### config.mk
export PLATFORM = sky130hd
export DESIGN_NAME = framebuffer_pixel_writer
export DESIGN_NICKNAME = d
export VERILOG_FILES = /design/src/rtl/framebuffer_pixel_writer.sv
export SDC_FILE = /design/constraint.sdc
export NUM_CORES = 1
export LEC_CHECK = 0
export CORE_ASPECT_RATIO = 0.5
export CORE_MARGIN = 2
export CORE_UTILIZATION = 33
export DETAILED_ROUTE_END_ITERATION = 12
export SYNTH_ARGS = -nofsm -noshare
export SYNTH_HDL_FRONTEND = slang
export SYNTH_SLANG_ARGS = --single-unit
### constraint.sdc
create_clock -name clk -period 4.44 [get_ports clk]
set_input_delay 0.666 -clock clk [delete_from_list [all_inputs] [get_ports clk]]
set_output_delay 0.666 -clock clk [all_outputs]
set_load 0.01 [all_outputs]
### src/rtl/framebuffer_pixel_writer.sv
// Framebuffer write stage: accepts 4-bit gray pixels, toggles the write strobe per nibble and
// waits for the strobe echo. Optional ack timeout is built when FB_WRITER_TIMEOUT_EN is defined.
module framebuffer_pixel_writer #(
    parameter int H_PIXELS         = 320,
    parameter int V_PIXELS         = 240,
    parameter int HOLD_CYCLES      = 4,
    parameter int PTR_RESET_CYCLES = 8,
    parameter int TIMEOUT_CYCLES   = 1024,
    localparam int XW = (H_PIXELS > 1) ? $clog2(H_PIXELS) : 1,
    localparam int YW = (V_PIXELS > 1) ? $clog2(V_PIXELS) : 1
) (
    input  logic          clk,
    input  logic          rst_n,
    input  logic          frame_start_in,
    input  logic [3:0]    pixel_in,
    input  logic          pixel_valid_in,
    output logic          pixel_ready_out,
    output logic [XW-1:0] pixel_x_out,
    output logic [YW-1:0] pixel_y_out,
    output logic [3:0]    write_data_out,
    output logic          write_strobe_out,
    output logic          reset_write_ptr_out,
    input  logic          wrote_data_in,
    output logic          busy_out,
    output logic          frame_done_out,
    output logic          error_out,
    output logic [2:0]    dbg_state_out
);

    // Handshake: a pixel transfers on a rising edge where pixel_valid_in && pixel_ready_out.
    // pixel_ready_out is combinational and never depends on pixel_valid_in.
    typedef enum logic [2:0] {
        S_IDLE     = 3'd0,
        S_PTR_RST  = 3'd1,
        S_WAIT_PIX = 3'd2,
        S_HOLD     = 3'd3,
        S_ACK      = 3'd4
    } state_t;

    localparam int CMAX = (HOLD_CYCLES > PTR_RESET_CYCLES) ? HOLD_CYCLES : PTR_RESET_CYCLES;
    localparam int CW   = $clog2(CMAX + 1);

    state_t          state_q, state_d;
    logic [CW-1:0]   cnt_q, cnt_d;
    logic [XW-1:0]   x_q, x_d;
    logic [YW-1:0]   y_q, y_d;
    logic [3:0]      data_q, data_d;
    logic            strobe_q, strobe_d;
    logic            done_q, done_d;
    logic            ack_match;
    logic            tmo_hit;
    logic            ack_ok;

    assign ack_match = (wrote_data_in == strobe_q);
    assign ack_ok    = ack_match || tmo_hit;

`ifdef FB_WRITER_TIMEOUT_EN
    localparam int TW = $clog2(TIMEOUT_CYCLES + 1);

    logic [TW-1:0] tmo_q, tmo_d;
    logic          err_q, err_d;

    assign tmo_hit = (state_q == S_ACK) && !ack_match && (tmo_q == TW'(TIMEOUT_CYCLES - 1));

    always_comb begin
        tmo_d = '0;
        err_d = err_q | (tmo_hit && !frame_start_in);
        if ((state_q == S_ACK) && !ack_match && !tmo_hit) begin
            tmo_d = tmo_q + TW'(1);
        end
    end

    always_ff @(posedge clk or negedge rst_n) begin
        if (!rst_n) begin
            tmo_q <= '0;
            err_q <= 1'b0;
        end else begin
            tmo_q <= tmo_d;
            err_q <= err_d;
        end
    end

    assign error_out = err_q;
`else
    // TIMEOUT_CYCLES has no effect in this build; the term below folds to constant 0.
    assign tmo_hit   = 1'b0;
    assign error_out = 1'b0 & (TIMEOUT_CYCLES == 0);
`endif

    always_comb begin
        state_d  = state_q;
        cnt_d    = cnt_q;
        x_d      = x_q;
        y_d      = y_q;
        data_d   = data_q;
        strobe_d = strobe_q;
        done_d   = 1'b0;

        case (state_q)
            S_IDLE: begin
            end
            S_PTR_RST: begin
                x_d = '0;
                y_d = '0;
                if (cnt_q == CW'(PTR_RESET_CYCLES - 1)) begin
                    cnt_d   = '0;
                    state_d = S_WAIT_PIX;
                end else begin
                    cnt_d = cnt_q + CW'(1);
                end
            end
            S_WAIT_PIX: begin
                if (pixel_valid_in && pixel_ready_out) begin
                    data_d   = pixel_in;
                    strobe_d = ~strobe_q;
                    cnt_d    = '0;
                    state_d  = S_HOLD;
                end
            end
            S_HOLD: begin
                if (cnt_q == CW'(HOLD_CYCLES - 1)) begin
                    cnt_d   = '0;
                    state_d = S_ACK;
                end else begin
                    cnt_d = cnt_q + CW'(1);
                end
            end
            S_ACK: begin
                if (ack_ok) begin
                    state_d = S_WAIT_PIX;
                    if (x_q == XW'(H_PIXELS - 1)) begin
                        x_d = '0;
                        if (y_q == YW'(V_PIXELS - 1)) begin
                            y_d     = '0;
                            done_d  = 1'b1;
                            state_d = S_IDLE;
                        end else begin
                            y_d = y_q + YW'(1);
                        end
                    end else begin
                        x_d = x_q + XW'(1);
                    end
                end
            end
            default: state_d = S_IDLE;
        endcase

        // Frame restart overrides everything except the nibble/strobe, whose parity must
        // stay in step with the framebuffer echo.
        if (frame_start_in) begin
            state_d = S_PTR_RST;
            cnt_d   = '0;
            x_d     = '0;
            y_d     = '0;
            done_d  = 1'b0;
        end
    end

    always_ff @(posedge clk or negedge rst_n) begin
        if (!rst_n) begin
            state_q  <= S_IDLE;
            cnt_q    <= '0;
            x_q      <= '0;
            y_q      <= '0;
            data_q   <= '0;
            strobe_q <= 1'b0;
            done_q   <= 1'b0;
        end else begin
            state_q  <= state_d;
            cnt_q    <= cnt_d;
            x_q      <= x_d;
            y_q      <= y_d;
            data_q   <= data_d;
            strobe_q <= strobe_d;
            done_q   <= done_d;
        end
    end

    assign pixel_ready_out     = (state_q == S_WAIT_PIX) && !frame_start_in;
    assign pixel_x_out         = x_q;
    assign pixel_y_out         = y_q;
    assign write_data_out      = data_q;
    assign write_strobe_out    = strobe_q;
    assign reset_write_ptr_out = (state_q == S_PTR_RST);
    assign busy_out            = (state_q != S_IDLE);
    assign frame_done_out      = done_q;
    assign dbg_state_out       = state_q;

endmodule

Word-level counts from Yosys, hierarchy flattened
Index checks and enable logic that the tools add are counted.
{ "totals": {"inputBits": 9, "n_memories": 0, "latchBits": 0, "elab_cells": 65, "out_inout_bits": 30, "ramBits": 0, "reg_bits": 30, "mem_bits_ro": 0} }
{ "op_classes": {"bitwise": 1, "n_lt_le_gt_ge": 0, "n_mul": 0, "n_addsub": 3, "n_eq_ne": 15, "shift": 0, "n_div": 0, "n_mux": 27, "n_reduce_logical": 12} }
{ "op_table": {"columns": ["operator", "n"], "rows": [
  ["two-way mux 8 bit", 4],
  ["two-way mux 9 bit", 3],
  ["case mux 9 bit (2 select lines)", 1],
  ["two-way mux 4 bit", 4],
  ["case mux 8 bit (2 select lines)", 1],
  ["two-way mux 3 bit", 5],
  ["case mux 3 bit (5 select lines)", 1],
  ["!= test 3 bit (second input constant)", 4],
  ["case mux 4 bit (3 select lines)", 1],
  ["adder 9 x 1 -> 9 bit (second input constant)", 1],
  ["== test 9 bit (second input constant)", 1],
  ["adder 8 x 1 -> 8 bit (second input constant)", 1],
  ["== test 8 bit (second input constant)", 1],
  ["== test 3 x 2 -> 1 bit (second input constant)", 2],
  ["AND reduction 2 bit", 3],
  ["nonzero test 3 bit", 2],
  ["two-way mux 1 bit", 5],
  ["AND reduction 5 bit", 1],
  ["adder 4 x 1 -> 4 bit (second input constant)", 1],
  ["== test 4 x 2 -> 1 bit (second input constant)", 1],
  ["== test 4 x 3 -> 1 bit (second input constant)", 1],
  ["two-way mux 2 bit", 2],
  ["nonzero test 4 bit", 1],
  ["== test 3 x 1 -> 1 bit (second input constant)", 1],
  ["9 further kinds", 10]
]} }

Logic depth before layout (Yosys ltp)
Gate-level depths: netlist (run 1).
{ "logic_depth": {"depth_word": 6, "ltp_mapped": 7} }

Least setup slack after synthesis (run 1)
No wires, ideal clock.
{ "synth_path": {"path_type": "input to register", "start": "input port frame_start_in", "end": "register y_q[4] (netlist: pixel_y_out[4])", "arrival_ps": 1795, "required_time_ps": 4318, "setup_time_ps": 122, "path_buffers": 1, "path_stages": 5, "path_slack_ps": 2524, "path_cell_list": "or4b_1 -> buf_4 -> a21oi_4 -> nor2_2 -> a32o_1"} }
{ "synth_between": {"elab_chain_len": 2, "elab_cells_between_ends": 5, "cone_classes": "eq/ne (2); mux (1); reduce/logical (2)"} }
{ "synth_lines": {"columns": ["item", "line_no", "text"], "rows": [
  ["from (decl)", "14", "input logic frame_start_in,"],
  ["!= test 3 bit (no line) / nonzero test 3 bit (equally long branches)", null, null],
  ["AND reduction 3 bit (no line)", null, null],
  ["to (signal assigned)", "172", "y_q <= y_d;"],
  ["to (decl)", "46", "logic [YW-1:0] y_q, y_d;"]
]} }
Parallel ways exist; a longest one is shown, timed or not.
A chain may end at the register's enable or synchronous reset.

Worst setup path after layout (run 1)
{ "layout_path": {"start": "input port frame_start_in", "end": "output port pixel_ready_out"} }
{ "layout_between": {"elab_chain_len": 2} }
{ "layout_lines": {"columns": ["item", "line_no", "text"], "rows": [
  ["zero test 1 bit", "179", "assign pixel_ready_out = (state_q == S_WAIT_PIX) && !frame_start_in;"],
  ["logical AND 1 bit", "179", null],
  ["to (decl)", "17", "output logic pixel_ready_out,"]
]} }
No other way between the ends.

==> results.toml, run 1 <==
[synthesis]
synth_area_leaders = "dfrtp_1 41%, o21ai_0 4.4%, o31ai_1 3.7%, nand2_1 3.1%, nand3_1 3.0%"
synth_xor_area_share_pct = 1.43
synth_top_family_by_area = "compound AO/OA/AOI/OAI gates"
synthArstFlopShare_pct = 100
synth-edff-count = 0
muxShareOfSynthArea_pct = 3.00
synth_compound_area_share_pct = 23.7
synthAdderAreaFrac_pct = 2.04
syn_avg_cell_area_um2 = 9.88
yosysSeqAreaShare_pct = 40.9
yosys_most_used_dff = "dfrtp_1"
syn_area_mm2 = 0.00184
ys_seq_elements = 30
yosysTopAreaCell = "dfrtp_1"
synthSimpleGateAreaFrac_pct = 23.4
syn-num-nets = 198
yosysWarningCount = 0
synth_cell_types = 55
netlist_instances = 186
netlist.area_leader.share_pct = 40.9

[power_and_ir_drop]
p_per_area_mw_per_mm2 = 413
ir_drop_mv = 0.147
finalPower_w = 0.000963
power_leakage_nw = 0.942

[clocking]
cts_max_path_buffers = 2
clk_pin_slew_ns = 0.07
ctsResizeCount = 0
post_cts_buffers = 0
cts_tree = "built"
cts_root_buf = "clkbuf_8"
hold_buffers = 0
clock_latency_ns = 0.28
numCtsBuffers = 5
cts_sinks = 30
ctsHtreeMaxLevel = 2

[timing]
finalHoldViolations = 0
setup_slack_ns = 1.34
fin_crit_ns = 3.10
worst_pin_slew_ns = 0.595
finalSetupTns_ns = 0
fin_skew_ns = 0.00428
holdWs_ns = 0.507
rsz0062_at_grt = "false"
finalMaxSlewViolations = 0
fin_crit_sh_pct = 69.8
fmax_mhz = 323
report.final.setup_viol = 0
timing.slew.headroom_pct = 60.2

[final_layout]
final_common_cell = "clkdlybuf4s50_1"
drive_gt1_share_pct = 10.2
antennaDiodeCount = 0
area_growth_pct = 27.0
fin_nets = 236
stdcell_count = 298
layout_common_cells = "37 x clkdlybuf4s50_1, 30 x dfrtp_1, 16 x o21ai_0, 15 x nand2_1, 11 x nand3_1"

[place]
pre_cts_slack_ns = 1.33
gp_congestion = 0.834
io_buffers = 37
dpl.cell_count = 290
place_hpwl_um = 3030

[global_routing]
grtUsageMet1_pct = 20.4
met2_usage_pct = 22.4
grt_overflow = 0
grt_pass1_vias = 1473
grt_use_met3_pct = 4.18
grt.total_usage_pct = 14.9
grt.busiest_layer = "met2"
grt_pass1_wl_um = 7140
antenna_found_initial = 0
grt_max_degree = 31

[setup_path]
cp.required_ns = 3.77
critPathCaptureType = "output pin"
crit_top_cell = "clkdlybuf4s50_1"
startpoint_type = "input pin"
crit_type = "input pin to output pin"
r2r-end = "pixel_y_out[4]"
worstSetupPathDepth = 3
r2r_start = "dbg_state_out[1]"
cp_slowest_cell = "clkdlybuf4s50_1"
worstRegToRegCells = 4
critPathArrivalTime_ns = 2.43
crit_fanout = 14
crit_start = "frame_start_in"
worst_path_largest_cell_delay_ns = 0.70
r2r_slack_ns = 2.27
worst-path-buf-inv = 2
critical-path-top-delay-family = "buffers and inverters"
path_cells = "clkdlybuf4s50_1 -> nor4b_2 -> clkdlybuf4s50_1"

[worst_hold_path]
min_from = "write_data_out[1]"
hold_path_depth = 1
min_to = "write_data_out[1]"
hold_class = "flip-flop to flip-flop"

[floorplan]
die_area_mm2 = 0.00621
start_util_pct = 33.9
rows = 19
ios = 39
die_y_um = 56.8
fp.dieW_um = 110
core_area_mm2 = 0.00542

[drt]
drt_iter0_drc = 69
finalWirelength_um = 4220
ant_nets = 0
vias = 1579
drc = 0
first_pass_iters = 4
viasPerCell = 5.30
post_drt_wl_per_cell_um = 14.1

[status]
status = "finished, final reports clean"

[flow_run]
max_cap_violations = 0
## Yosys cell counts (all sizes together), types with 2 or more instances
cell type	count
mux2	4
nand4	5
dfrtp	30
nand2b	3
o21ai	16
a21o	6
inv	7
and3	3
o22ai	2
nand2	15
or4	3
nor3b	2
nor4b	3
o31ai	10
or3	2
nor2	7
a211oi	6
nand3	11
ha	3
a21oi	10
nor2b	4
xnor2	2
buf	7
nor3	2
## cell type report
cell class / instances / area [um^2]
Fill cell: 519 / 3090
Clock inverter: 1 / 5.00
Multi-Input combinational cell: 141 / 988
Inverter: 7 / 26.3
Clock buffer: 7 / 86.3
Sequential cell: 30 / 751
Tap cell: 73 / 91.3
Timing Repair Buffer: 39 / 385
## where the power goes
group          internal, W  switching [W]
combinational     0.000184       0.000169
clock             0.000125       0.000107
sequential        0.000315      0.0000634
total             0.000624       0.000339
## worst register-to-register path, stage by stage (launching register included)
cell and delay [ns]:
dfrtp_1 0.55, or4b_1 0.81, a21oi_4 0.32, nor2_2 0.11, a32o_1 0.26
## worst max-delay path by stage
stage                            endpoint  slack (ns)
after floorplan            pixel_y_out[4]        2.52
after global placement    pixel_ready_out        1.40
after detailed placement  pixel_ready_out        1.33
after CTS                 pixel_ready_out        1.33
after global routing      pixel_ready_out        1.24
final                     pixel_ready_out        1.34
## flip-flops by register name, indices dropped and copies added, names as in the netlist
| signal | count |
|---|---|
| write_data_out | 4 |
| frame_done_out | 1 |
| write_strobe_out | 1 |
| pixel_y_out | 8 |
| cnt_q | 4 |
| dbg_state_out | 3 |
| pixel_x_out | 9 |
## metrics by stage
stage | util (%) | area (um^2)
after floorplan | - | 1840
after global placement | 41.4 | 2240
after detailed placement | 41.4 | 2240
after CTS | 43.1 | 2330
after global routing | 43.1 | 2330
final | 43.1 | 2330
## layer usage
metal  share of wire (%)  wire (um)
met4                 1.2         51
met1                  50       2100
met2                  46       1930
met3                 3.2        136
met5                   0          0
## kinds of logic after synthesis
group | count (synthesis)
simple gates | 68
compound gates | 61
flops | 30
buf+inv | 15
mux | 5
fa+ha+maj | 3
xor+xnor | 3
other cells | 1
No activity file was read; power rests on OpenSTA's default activity.
==> run 2, diff against run 1 <==
- clock period: 4.44 -> 2.7 ns (I/O delays scaled with it)
==> run 2 against run 1 <==
Compared with the run above:
- critical path depth down 1
- routed wire length up 0.62%
- cell count up 1.0%
- global-route usage up 0.29 points
- count of clock-buffer cells in the layout down 2
- worst setup slack worse by 1.0 ns
- first-iteration DRC count down 13%
- flip-flop and latch count unchanged
- critical path type is now flip-flop to output pin
- largest cell class unchanged
- core utilization up 0.83 points
- largest power group unchanged
- combinational power up 69%
- clock power up 97%
==> results.toml, run 2 (same netlist as run 1, synthesis figures left out) <==
[status]
status = "finished, final reports clean"

[floorplan]
start_util_pct = 33.9
die_area_mm2 = 0.00621
rows = 19
ios = 39
fp.dieW_um = 110
core_area_mm2 = 0.00542
die_y_um = 56.8

[drt]
ant_nets = 0
first_pass_iters = 4
vias = 1623
drt_iter0_drc = 60
finalWirelength_um = 4240
viasPerCell = 5.39
drc = 0
post_drt_wl_per_cell_um = 14.1

[final_layout]
antennaDiodeCount = 0
drive_gt1_share_pct = 11.8
multiInputGateArea_um2 = 988
fillers = 521
largest_register_ffs = 9
fin_nets = 239
area_growth_pct = 29.5
final_common_cell = "clkdlybuf4s50_1"
final-seq-area_um2 = 751
layout_common_cells = "37 x clkdlybuf4s50_1, 30 x dfrtp_1, 16 x o21ai_0, 15 x nand2_1, 11 x nand3_1"

[timing]
finalSetupTns_ns = 0
fin_skew_ns = 0.00196
finalHoldViolations = 0
fmax_mhz = 423
rsz0062_at_grt = "false"
fin_crit_ns = 2.37
finalMaxSlewViolations = 0
fin_crit_sh_pct = 87.7
setup_slack_ns = 0.333
report.final.setup_viol = 0

[place]
pre_cts_slack_ns = 0.349
place_hpwl_um = 3120
io_buffers = 37
gp_congestion = 0.859

[power_and_ir_drop]
combPwrFrac_pct = 35.6
finalPower_w = 0.00168
clockPowerShare_pct = 27.2
p_sw_share_pct = 34.2
p_int_w = 0.00111
p_switching_w = 0.000575
sequentialPowerShare_pct = 37.2
p_per_area_mw_per_mm2 = 707
ir_drop_mv = 0.255
power_leakage_nw = 0.959

[setup_path]
crit_fanout = 13
r2r_start = "dbg_state_out[1]"
critPathArrivalTime_ns = 1.96
critPathCaptureType = "output pin"
startpoint_type = "flip-flop"
crit_start = "dbg_state_out[1]"
r2r_slack_ns = 0.56
cp.required_ns = 2.30
crit_type = "flip-flop to output pin"

[global_routing]
grt_max_degree = 31
grt_pass1_wl_um = 7420
grt.total_usage_pct = 15.2
antenna_found_initial = 0
grt_pass1_vias = 1540
grt_overflow = 0

[clocking]
cts_sinks = 30
clock_latency_ns = 0.28
ctsHtreeMaxLevel = 2
cts_max_path_buffers = 2
clk_pin_slew_ns = 0.07
numCtsBuffers = 5
cts_tree = "built"
hold_buffers = 0
cts_root_buf = "clkbuf_8"
post_cts_buffers = 0
ctsResizeCount = 0

[flow_run]
max_cap_violations = 0

[worst_hold_path]
hold_class = "input pin to async pin"
run 2: stage by stage:
stage / instance area [um^2] / hold WS [ns] / util (%) / instances
global placement: 2260 / 0.490 / 41.8 / 293
detailed placement: 2260 / 0.496 / 41.8 / 293
finish: 2380 / 0.502 / 43.9 / 301
global route: 2380 / 0.532 / 43.9 / 301
CTS: 2380 / 0.513 / 43.9 / 301
floorplan: 1840 / 0.109 / - / 186
run 2: cell type report:
cell class              count  area share, %
clock inverters             3           1.89
multi-input cells         141           41.6
well taps                  73           3.84
flip-flops and latches     30           31.6
clock buffers               5           2.89
inverters                   7           1.10
repair buffers             42           17.1
run 2: routing by layer:
metal / part of all wire, % / vias to the layer above / GRT usage, %
li1: - / 787 / -
met1: 48 / 797 / 21.0
met2: 48 / 34 / 24.3
met3: 3.8 / 5 / 3.14
met4: 0.94 / 0 / 3.80
met5: 0 / - / 0
run 2: final timing paths:
| kind | to | cells past startpoint |
|---|---|---|
| max | pixel_ready_out | 2 |
| min in group clk | write_data_out[1] | 1 |
| min | write_data_out[2] | 2 |
| min reg2reg | write_data_out[1] | 1 |
| max in group asynchronous | pixel_y_out[7] | 2 |
| max reg2reg | pixel_y_out[4] | 4 |
run 2: critical path, cell delays in order (launching register included):
cell,delay [ns]
dfrtp_1,0.65
nor4b_2,0.41
clkdlybuf4s50_1,0.62
run 2: power by group through the flow:
stage | clock [W] | combinational [W] | sequential, W
3_3_place_gp | 0 | 0.000595 | 0.000630
4_1_cts | 0.000466 | 0.000606 | 0.000626
5_1_grt | 0.000490 | 0.000655 | 0.000640
3_5_place_dp | 0 | 0.000604 | 0.000635
6_report | 0.000457 | 0.000598 | 0.000625
2_1_floorplan | 0 | 0.000399 | 0.000611
==> run 3, diff against run 2 <==
- CORE_MARGIN: 2 -> not set
- clock period: 2.7 -> 3 ns (I/O delays scaled with it)
==> run 3 against run 2 <==
Compared with the run above:
- combinational power is 9.7% lower
- sequential share of layout area is 0.35 points higher
- first-iteration DRC count is 22% lower
- flip-flop and latch count stayed put
==> results.toml, run 3 (same netlist as run 1, synthesis figures left out) <==
[global_routing]
antenna_found_initial = 0
grt_pass1_vias = 1526
grt.busiest_layer = "met2"
grt_overflow = 0
met2_usage_pct = 28.2
grt_max_degree = 31
grt.total_usage_pct = 17.0
grt_use_met3_pct = 4.52
grt_pass1_wl_um = 7490
grtUsageMet1_pct = 22.0

[floorplan]
ios = 39
fp.dieW_um = 108
core_area_mm2 = 0.00513
rows = 18
die_area_mm2 = 0.00589
die_y_um = 54.8
start_util_pct = 35.8

[clocking]
cts_root_buf = "clkbuf_8"
cts_sinks = 30
cts_max_path_buffers = 2
clk_pin_slew_ns = 0.06
hold_buffers = 0
clock_latency_ns = 0.28
cts_tree = "built"
ctsHtreeMaxLevel = 2
ctsResizeCount = 0
numCtsBuffers = 5
post_cts_buffers = 0

[place]
dpl.cell_count = 290
place_hpwl_um = 3240
gp_congestion = 0.801
io_buffers = 37

[timing]
fin_crit_sh_pct = 79.6
finalHoldViolations = 0
finalSetupTns_ns = 0
fin_skew_ns = 0.00619
report.final.setup_viol = 0
worst_pin_slew_ns = 0.528
timing.slew.headroom_pct = 64.8
fmax_mhz = 419
finalMaxSlewViolations = 0
rsz0062_at_grt = "false"
fin_crit_ns = 2.39

[setup_path]
cp_slowest_cell = "dfrtp_1"
worst-path-buf-inv = 1
crit_type = "flip-flop to output pin"
r2r_slack_ns = 0.88
crit_start = "dbg_state_out[1]"
cp.required_ns = 2.55
path_cells = "nor4b_2 -> clkdlybuf4s50_1"
critical-path-top-delay-family = "flip-flops"
r2r_start = "dbg_state_out[1]"
worst_path_largest_cell_delay_ns = 0.66
crit_fanout = 13
critPathArrivalTime_ns = 1.94
startpoint_type = "flip-flop"
critPathCaptureType = "output pin"

[final_layout]
antennaDiodeCount = 0
stdcell_count = 298
fin_nets = 239
fillers = 525
area_growth_pct = 28.1
final_common_cell = "clkdlybuf4s50_1"
layout_common_cells = "37 x clkdlybuf4s50_1, 30 x dfrtp_1, 16 x o21ai_0, 15 x nand2_1, 11 x nand3_1"
drive_gt1_share_pct = 11.4
largest_register_ffs = 9

[worst_hold_path]
min_from = "write_data_out[1]"
hold_class = "flip-flop to flip-flop"

[drt]
finalWirelength_um = 4500
post_drt_wl_per_cell_um = 15.1
ant_nets = 0
viasPerCell = 5.48
drc = 0
first_pass_iters = 5
vias = 1633
drt_iter0_drc = 47

[power_and_ir_drop]
finalPower_w = 0.00144
p_per_area_mw_per_mm2 = 614
power_leakage_nw = 0.957
ir_drop_mv = 0.329

[flow_run]
max_cap_violations = 0

[status]
status = "finished, final reports clean"
-- run 3: final timing paths --
check / depth (start not counted) / to
setup / recovery: 2 / pixel_ready_out
hold / removal: 1 / write_data_out[1]
setup reg to reg: 4 / pixel_y_out[4]
hold reg to reg: 1 / write_data_out[1]
max in group asynchronous: 2 / pixel_y_out[0]
min in group asynchronous: 2 / write_data_out[1]
-- run 3: cell type report --
type | count | area, um^2 | area share (%)
multi-input combinational | 141 | 988 | 42.0
sequential | 30 | 751 | 31.9
timing repair buffer | 42 | 408 | 17.3
tap | 70 | 87.6 | 3.72
clock buffer | 7 | 86.3 | 3.67
inverter | 7 | 26.3 | 1.12
clock inverter | 1 | 5.00 | 0.213
-- run 3: where the power goes --
part	switching (W)	internal, W	total [W]
registers	0.0000988	0.000467	0.000566
clock network	0.000154	0.000185	0.000339
logic	0.000259	0.000281	0.000540
total	0.000512	0.000933	0.00144
-- run 3: worst register-to-register path: stages (launching register included) --
cell,delay (ns)
dfrtp_1,0.56
or4b_1,0.80
a21oi_4,0.30
nor2_2,0.10
a32o_1,0.25
-- run 3: metal layers --
layer / vias to the layer above / wire length (um)
met5: - / 0
met4: 0 / 27
met1: 810 / 2230
met2: 37 / 2080
li1: 784 / -
met3: 2 / 169
-- run 3: through the flow --
step / hold WS (ns) / area [um^2] / utilization, % / worst slack [ns]
final: 0.508 / 2350 / 45.8 / 0.612
after global routing: 0.534 / 2350 / 45.8 / 0.520
after CTS: 0.513 / 2350 / 45.8 / 0.595
after detailed placement: 0.498 / 2260 / 44.0 / 0.620
after global placement: 0.489 / 2260 / 44.0 / 0.670
after floorplan: 0.154 / 1840 / - / 1.24
